<file path="src/rtl/rv_prog_loader.sv">
// ============================================================================
// rv_prog_loader : framed byte-stream loader for risc_v IM/DM preload + reset
// Rev 1.0
// ============================================================================
`default_nettype none

module rv_prog_loader #(
  parameter int RST_HOLD = 4,
  parameter int AW       = 32
) (
  input  logic          clk,
  input  logic          rst,
  input  logic [7:0]    in_data,
  input  logic          in_valid,
  output logic          in_ready,
  output logic          cpu_rst,
  output logic          im_ld,
  output logic [31:0]   im_wd,
  output logic [AW-1:0] im_a,
  output logic          dm_ld,
  output logic [31:0]   dm_wd,
  output logic [AW-1:0] dm_a,
  output logic          err,
  output logic [15:0]   im_cnt,
  output logic [15:0]   dm_cnt
);

  typedef enum logic [2:0] {
    S_CMD     = 3'd0,
    S_ADDR    = 3'd1,
    S_DATA    = 3'd2,
    S_RELEASE = 3'd3,
    S_RUN     = 3'd4
  } state_t;

  localparam logic [7:0] C_CMD_IM     = 8'h01;
  localparam logic [7:0] C_CMD_DM     = 8'h02;
  localparam logic [7:0] C_CMD_START  = 8'h03;
  localparam logic [7:0] C_CMD_RELOAD = 8'hFF;
  localparam logic [7:0] C_HOLD_INIT  = 8'(RST_HOLD - 1);

  state_t        state_q;
  logic [1:0]    idx_q;
  logic          tgt_dm_q;
  logic [31:0]   addr_q;
  logic [23:0]   data_q;
  logic [7:0]    hold_q;
  logic          in_ready_q;
  logic          cpu_rst_q;
  logic          im_ld_q;
  logic          dm_ld_q;
  logic [31:0]   im_wd_q;
  logic [AW-1:0] im_a_q;
  logic [31:0]   dm_wd_q;
  logic [AW-1:0] dm_a_q;
  logic          err_q;
  logic [15:0]   im_cnt_q;
  logic [15:0]   dm_cnt_q;

  logic          xfer;
  logic [31:0]   word_d;

  assign xfer   = in_valid & in_ready_q;
  // Last data byte arrives on the commit edge, so the word is completed combinationally.
  assign word_d = {in_data, data_q};

  always_ff @(posedge clk or posedge rst) begin
    if (rst) begin
      state_q    <= S_CMD;
      idx_q      <= 2'd0;
      tgt_dm_q   <= 1'b0;
      addr_q     <= 32'd0;
      data_q     <= 24'd0;
      hold_q     <= 8'd0;
      in_ready_q <= 1'b0;
      cpu_rst_q  <= 1'b1;
      im_ld_q    <= 1'b1;
      dm_ld_q    <= 1'b1;
      im_wd_q    <= 32'd0;
      im_a_q     <= '0;
      dm_wd_q    <= 32'd0;
      dm_a_q     <= '0;
      err_q      <= 1'b0;
      im_cnt_q   <= 16'd0;
      dm_cnt_q   <= 16'd0;
    end else begin
      in_ready_q <= 1'b1;
      case (state_q)
        S_CMD: begin
          if (xfer) begin
            if (in_data == C_CMD_IM || in_data == C_CMD_DM) begin
              state_q  <= S_ADDR;
              idx_q    <= 2'd0;
              tgt_dm_q <= in_data[1];
            end else if (in_data == C_CMD_START) begin
              state_q    <= S_RELEASE;
              im_ld_q    <= 1'b0;
              dm_ld_q    <= 1'b0;
              hold_q     <= C_HOLD_INIT;
              in_ready_q <= 1'b0;
            end else if (in_data != C_CMD_RELOAD) begin
              err_q <= 1'b1;
            end
          end
        end
        S_ADDR: begin
          if (xfer) begin
            addr_q <= {in_data, addr_q[31:8]};
            idx_q  <= idx_q + 2'd1;
            if (idx_q == 2'd3) begin
              state_q <= S_DATA;
            end
          end
        end
        S_DATA: begin
          if (xfer) begin
            data_q <= {in_data, data_q[23:8]};
            idx_q  <= idx_q + 2'd1;
            if (idx_q == 2'd3) begin
              state_q <= S_CMD;
              if (addr_q[1:0] != 2'b00) begin
                err_q <= 1'b1;
              end else if (tgt_dm_q) begin
                dm_a_q  <= AW'(addr_q);
                dm_wd_q <= word_d;
                if (dm_cnt_q != 16'hFFFF) dm_cnt_q <= dm_cnt_q + 16'd1;
              end else begin
                im_a_q  <= AW'(addr_q);
                im_wd_q <= word_d;
                if (im_cnt_q != 16'hFFFF) im_cnt_q <= im_cnt_q + 16'd1;
              end
            end
          end
        end
        S_RELEASE: begin
          if (hold_q == 8'd0) begin
            cpu_rst_q <= 1'b0;
            state_q   <= S_RUN;
          end else begin
            hold_q     <= hold_q - 8'd1;
            in_ready_q <= 1'b0;
          end
        end
        S_RUN: begin
          // Buses are left alone so the reload simply rewrites the last words.
          if (xfer && in_data == C_CMD_RELOAD) begin
            cpu_rst_q <= 1'b1;
            im_ld_q   <= 1'b1;
            dm_ld_q   <= 1'b1;
            im_cnt_q  <= 16'd0;
            dm_cnt_q  <= 16'd0;
            state_q   <= S_CMD;
          end
        end
        default: state_q <= S_CMD;
      endcase
    end
  end

  assign in_ready = in_ready_q;
  assign cpu_rst  = cpu_rst_q;
  assign im_ld    = im_ld_q;
  assign im_wd    = im_wd_q;
  assign im_a     = im_a_q;
  assign dm_ld    = dm_ld_q;
  assign dm_wd    = dm_wd_q;
  assign dm_a     = dm_a_q;
  assign err      = err_q;
  assign im_cnt   = im_cnt_q;
  assign dm_cnt   = dm_cnt_q;

endmodule

`default_nettype wire

</file>
<file path="config.mk">
export PLATFORM = sky130hd
export DESIGN_NAME = rv_prog_loader
export DESIGN_NICKNAME = d
export VERILOG_FILES = /design/src/rtl/rv_prog_loader.sv
export SDC_FILE = /design/constraint.sdc
export NUM_CORES = 1
export LEC_CHECK = 0
export CAP_MARGIN = 40
export CORE_MARGIN = 4
export CORE_UTILIZATION = 50
export DETAILED_ROUTE_END_ITERATION = 10
export PLACE_DENSITY = 0.89
export SYNTH_ARGS = -nofsm -noshare
export SYNTH_HDL_FRONTEND = slang
export SYNTH_SLANG_ARGS = --single-unit
</file>
<file path="constraint.sdc">
create_clock -name clk -period 11.5 [get_ports clk]
set_clock_uncertainty 0.2 [all_clocks]
set_input_delay 2.3 -clock clk [delete_from_list [all_inputs] [get_ports clk]]
set_output_delay 2.3 -clock clk [all_outputs]
set_load 0.005 [all_outputs]
</file>
==> results.toml <==
[run_status]
status = "finished, final reports clean"

[worst_hold_path]
hold_path_startpoint = "dm_a[1]$_DFFE_PP0P_"
hold_class = "reg -> reg"
hold_end = "dm_a[1]$_DFFE_PP0P_"
hold_depth = 1

[routing]
finalWirelength_um = 22900
first_iter_violations = 362
viasPerCell = 5.56
firstDrtPassIters = 5
vias = 6561
wire_per_inst_um = 19.4
ant_nets = 0
drc = 0

[timing]
fin_setup_tns_ns = 0
period_share = 0.401
slew_headroom = 0.508
fmax_ghz = 0.217
worst_pin_slew_ns = 0.738
hold_viol = 0
finalSetupViolCount = 0
fin_crit_ns = 4.61
slew_viol_final = 0
grt_setup_unrepaired = "no"

[setup_path]
startpoint_type = "input port"
cp-end-kind = "flop"
worst-path-buf-inv = 1
setup.worst_path.class = "in -> reg"
cpPeakStageDelay_ns = 0.70
cp.required_ns = 11.70
crit_family = "simple AND/OR/NAND/NOR gates"
path_cells = "clkdlybuf4s50_1 -> nand4_1 -> o21ai_0 -> and2_1 -> nand3_1 -> mux2_2"
critical_path.max_fanout = 18
rrSetupSlack_ns = 8.84
cp_slowest_cell = "clkdlybuf4s50_1"
r2r_end = "im_cnt[7]$_DFFE_PP0P_"
worstRegToRegCells = 7
cp.arrival_ns = 4.81
r2r_start = "im_cnt[0]$_DFFE_PP0P_"

[clock_tree]
cts_sinks = 234
hold_buffers = 0
cts-htree-levels = 1
post_cts_buffers = 0
clk_latency_ns = 0.52
clk_path_buf_depth = 3
clkTransAtPathRegs_ns = 0.06
cts_resized = 0
cts_buffers = 24
cts_tree = "yes"
root_buffer = "clkbuf_16"

[final_layout]
area_delta_synth_final_pct = 30.5
final_cell_mix = "232 x dfrtp_1, 185 x mux2_2, 175 x clkdlybuf4s50_1"
nets = 920
layout_commonest_cell = "dfrtp_1"
stdcell_area_um2 = 12700
drive_above_1_share = 0.274
diodes = 0

[synth]
synth.distinct_cells = 51
synth_area_per_cell_um2 = 13.3
yosysSeqAreaShare = 0.603
syn_inst = 729
synth_edf_count = 0
synth_top_area_frac = 0.598
yosys.area.top_type = "dfrtp_1"
synth-seq-cells = 234
syn_nets = 745
ys_dominant_reg_cell = "dfrtp_1"
yosys_warnings = 0
yosys-top-cells-area = "dfrtp_1 60%, mux2_2 21%, a31oi_1 1.7%, o21ai_0 1.3%, nand3_1 1.2%"
async_reset_ff_frac = 1.00
netlist_area_um2 = 9710

[place]
io_buffers = 175
gp_congestion = 0.875
dpl-instance-area_um2 = 11800
hpwl_um = 15500

[pwr]
power_density_nw_per_um2 = 216
p_leak_nw = 5.80
ir_worst_vdd_mv = 0.157

[floorplan]
ios = 176
start_util = 0.514
die_x_um = 147
rows = 50
core_um2 = 18900
die_area_um2 = 21700
die-height_um = 147

[grt]
antenna_found_initial = 0
grt_max_degree = 96
grt_pass1_wl_um = 37500
grtUsageTotal = 0.212
grt_pass1_vias = 6753
overflow = 0

[flow_run]
cap_violations = 0
[routing by layer]
metal  GRT usage  part of all wire
met5           0                 0
met4      0.0433             0.019
met3      0.0700             0.088
met2       0.342              0.48
met1       0.284              0.41
[logic make-up after synthesis]
logic type	share of synthesized area
multiplexers	0.219
adder cells (fa/ha/maj)	0.00644
XOR/XNOR	0.00451
buffers and inverters	0.0226
AND/OR/NAND/NOR	0.0816
AO/OA/AOI/OAI	0.0629
flip-flops	0.603
[state kept, by name, indices dropped and copies added (netlist names), 2 cells and up]
signal,flops
dm_a,32
idx_q,2
im_cnt,16
state_q,3
dm_wd,32
addr_q,32
im_wd,32
hold_q,8
im_a,32
data_q,24
dm_cnt,16
[per-stage QoR]
| stage | total power, mW | std cells | utilization | worst slack (ns) | hold slack [ns] |
|---|---|---|---|---|---|
| detailed placement | 1.93 | 1138 | 0.627 | 6.44 | 0.275 |
| global route | 2.88 | 1179 | 0.671 | 6.76 | 0.306 |
| CTS | 2.75 | 1179 | 0.671 | 6.98 | 0.290 |
| floorplan | 1.59 | 729 | - | 2.59 | 0.266 |
| finish | 2.73 | 1179 | 0.671 | 6.89 | 0.280 |
| global placement | 1.88 | 1132 | 0.619 | 6.33 | 0.268 |
[cell type report]
cell class / count / area, µm²
Fill cell: 1361 / 6220
Sequential cell: 234 / 5860
Multi-Input combinational cell: 441 / 3660
Timing Repair Buffer: 185 / 1920
Clock buffer: 33 / 684
Tap cell: 260 / 325
Clock inverter: 8 / 146
Inverter: 18 / 75.1
[synth_stat cells, types with 2 or more instances]
cell	n
or2_2	6
o21bai_1	2
o31a_1	2
buf_2	7
dfrtp_1	232
clkbuf_1	27
nand2_1	24
ha_1	5
o21ai_0	25
nor2_1	30
o2111ai_1	2
buf_4	2
mux2i_1	4
a31oi_1	26
dfstp_2	2
a21oi_1	15
nor3_1	11
and3_1	7
or4_1	6
nor4_1	2
o31ai_1	2
o311ai_0	2
and4_1	4
o211ai_1	5
nand3_1	23
mux2_2	185
inv_1	18
nand4_1	11
o21a_1	3
xor2_1	5
a22o_1	3
or3_1	3
and2_1	10
[worst max-delay path by stage]
stage               depth (start not counted)  slack, ns                      to        from
floorplan                                   1       2.59   addr_q[0]$_DFFE_PP0P_         rst
global placement                            6       6.33   im_cnt[8]$_DFFE_PP0P_  in_data[3]
detailed placement                          6       6.44  state_q[0]$_DFFE_PP0P_  in_data[0]
CTS                                         6       6.98  state_q[0]$_DFFE_PP0P_  in_data[0]
global route                                7       6.76   im_cnt[1]$_DFFE_PP0P_  in_data[0]
finish                                      6       6.89  state_q[0]$_DFFE_PP0P_  in_data[0]
[power breakdown]
part | switching, mW | leakage (nW) | internal (mW)
registers | 0.185 | 3.08 | 1.01
logic | 0.331 | 2.32 | 0.397
clock network | 0.321 | 0.403 | 0.486
total | 0.837 | 5.80 | 1.89
No activity file was read; power rests on OpenSTA's default activity.
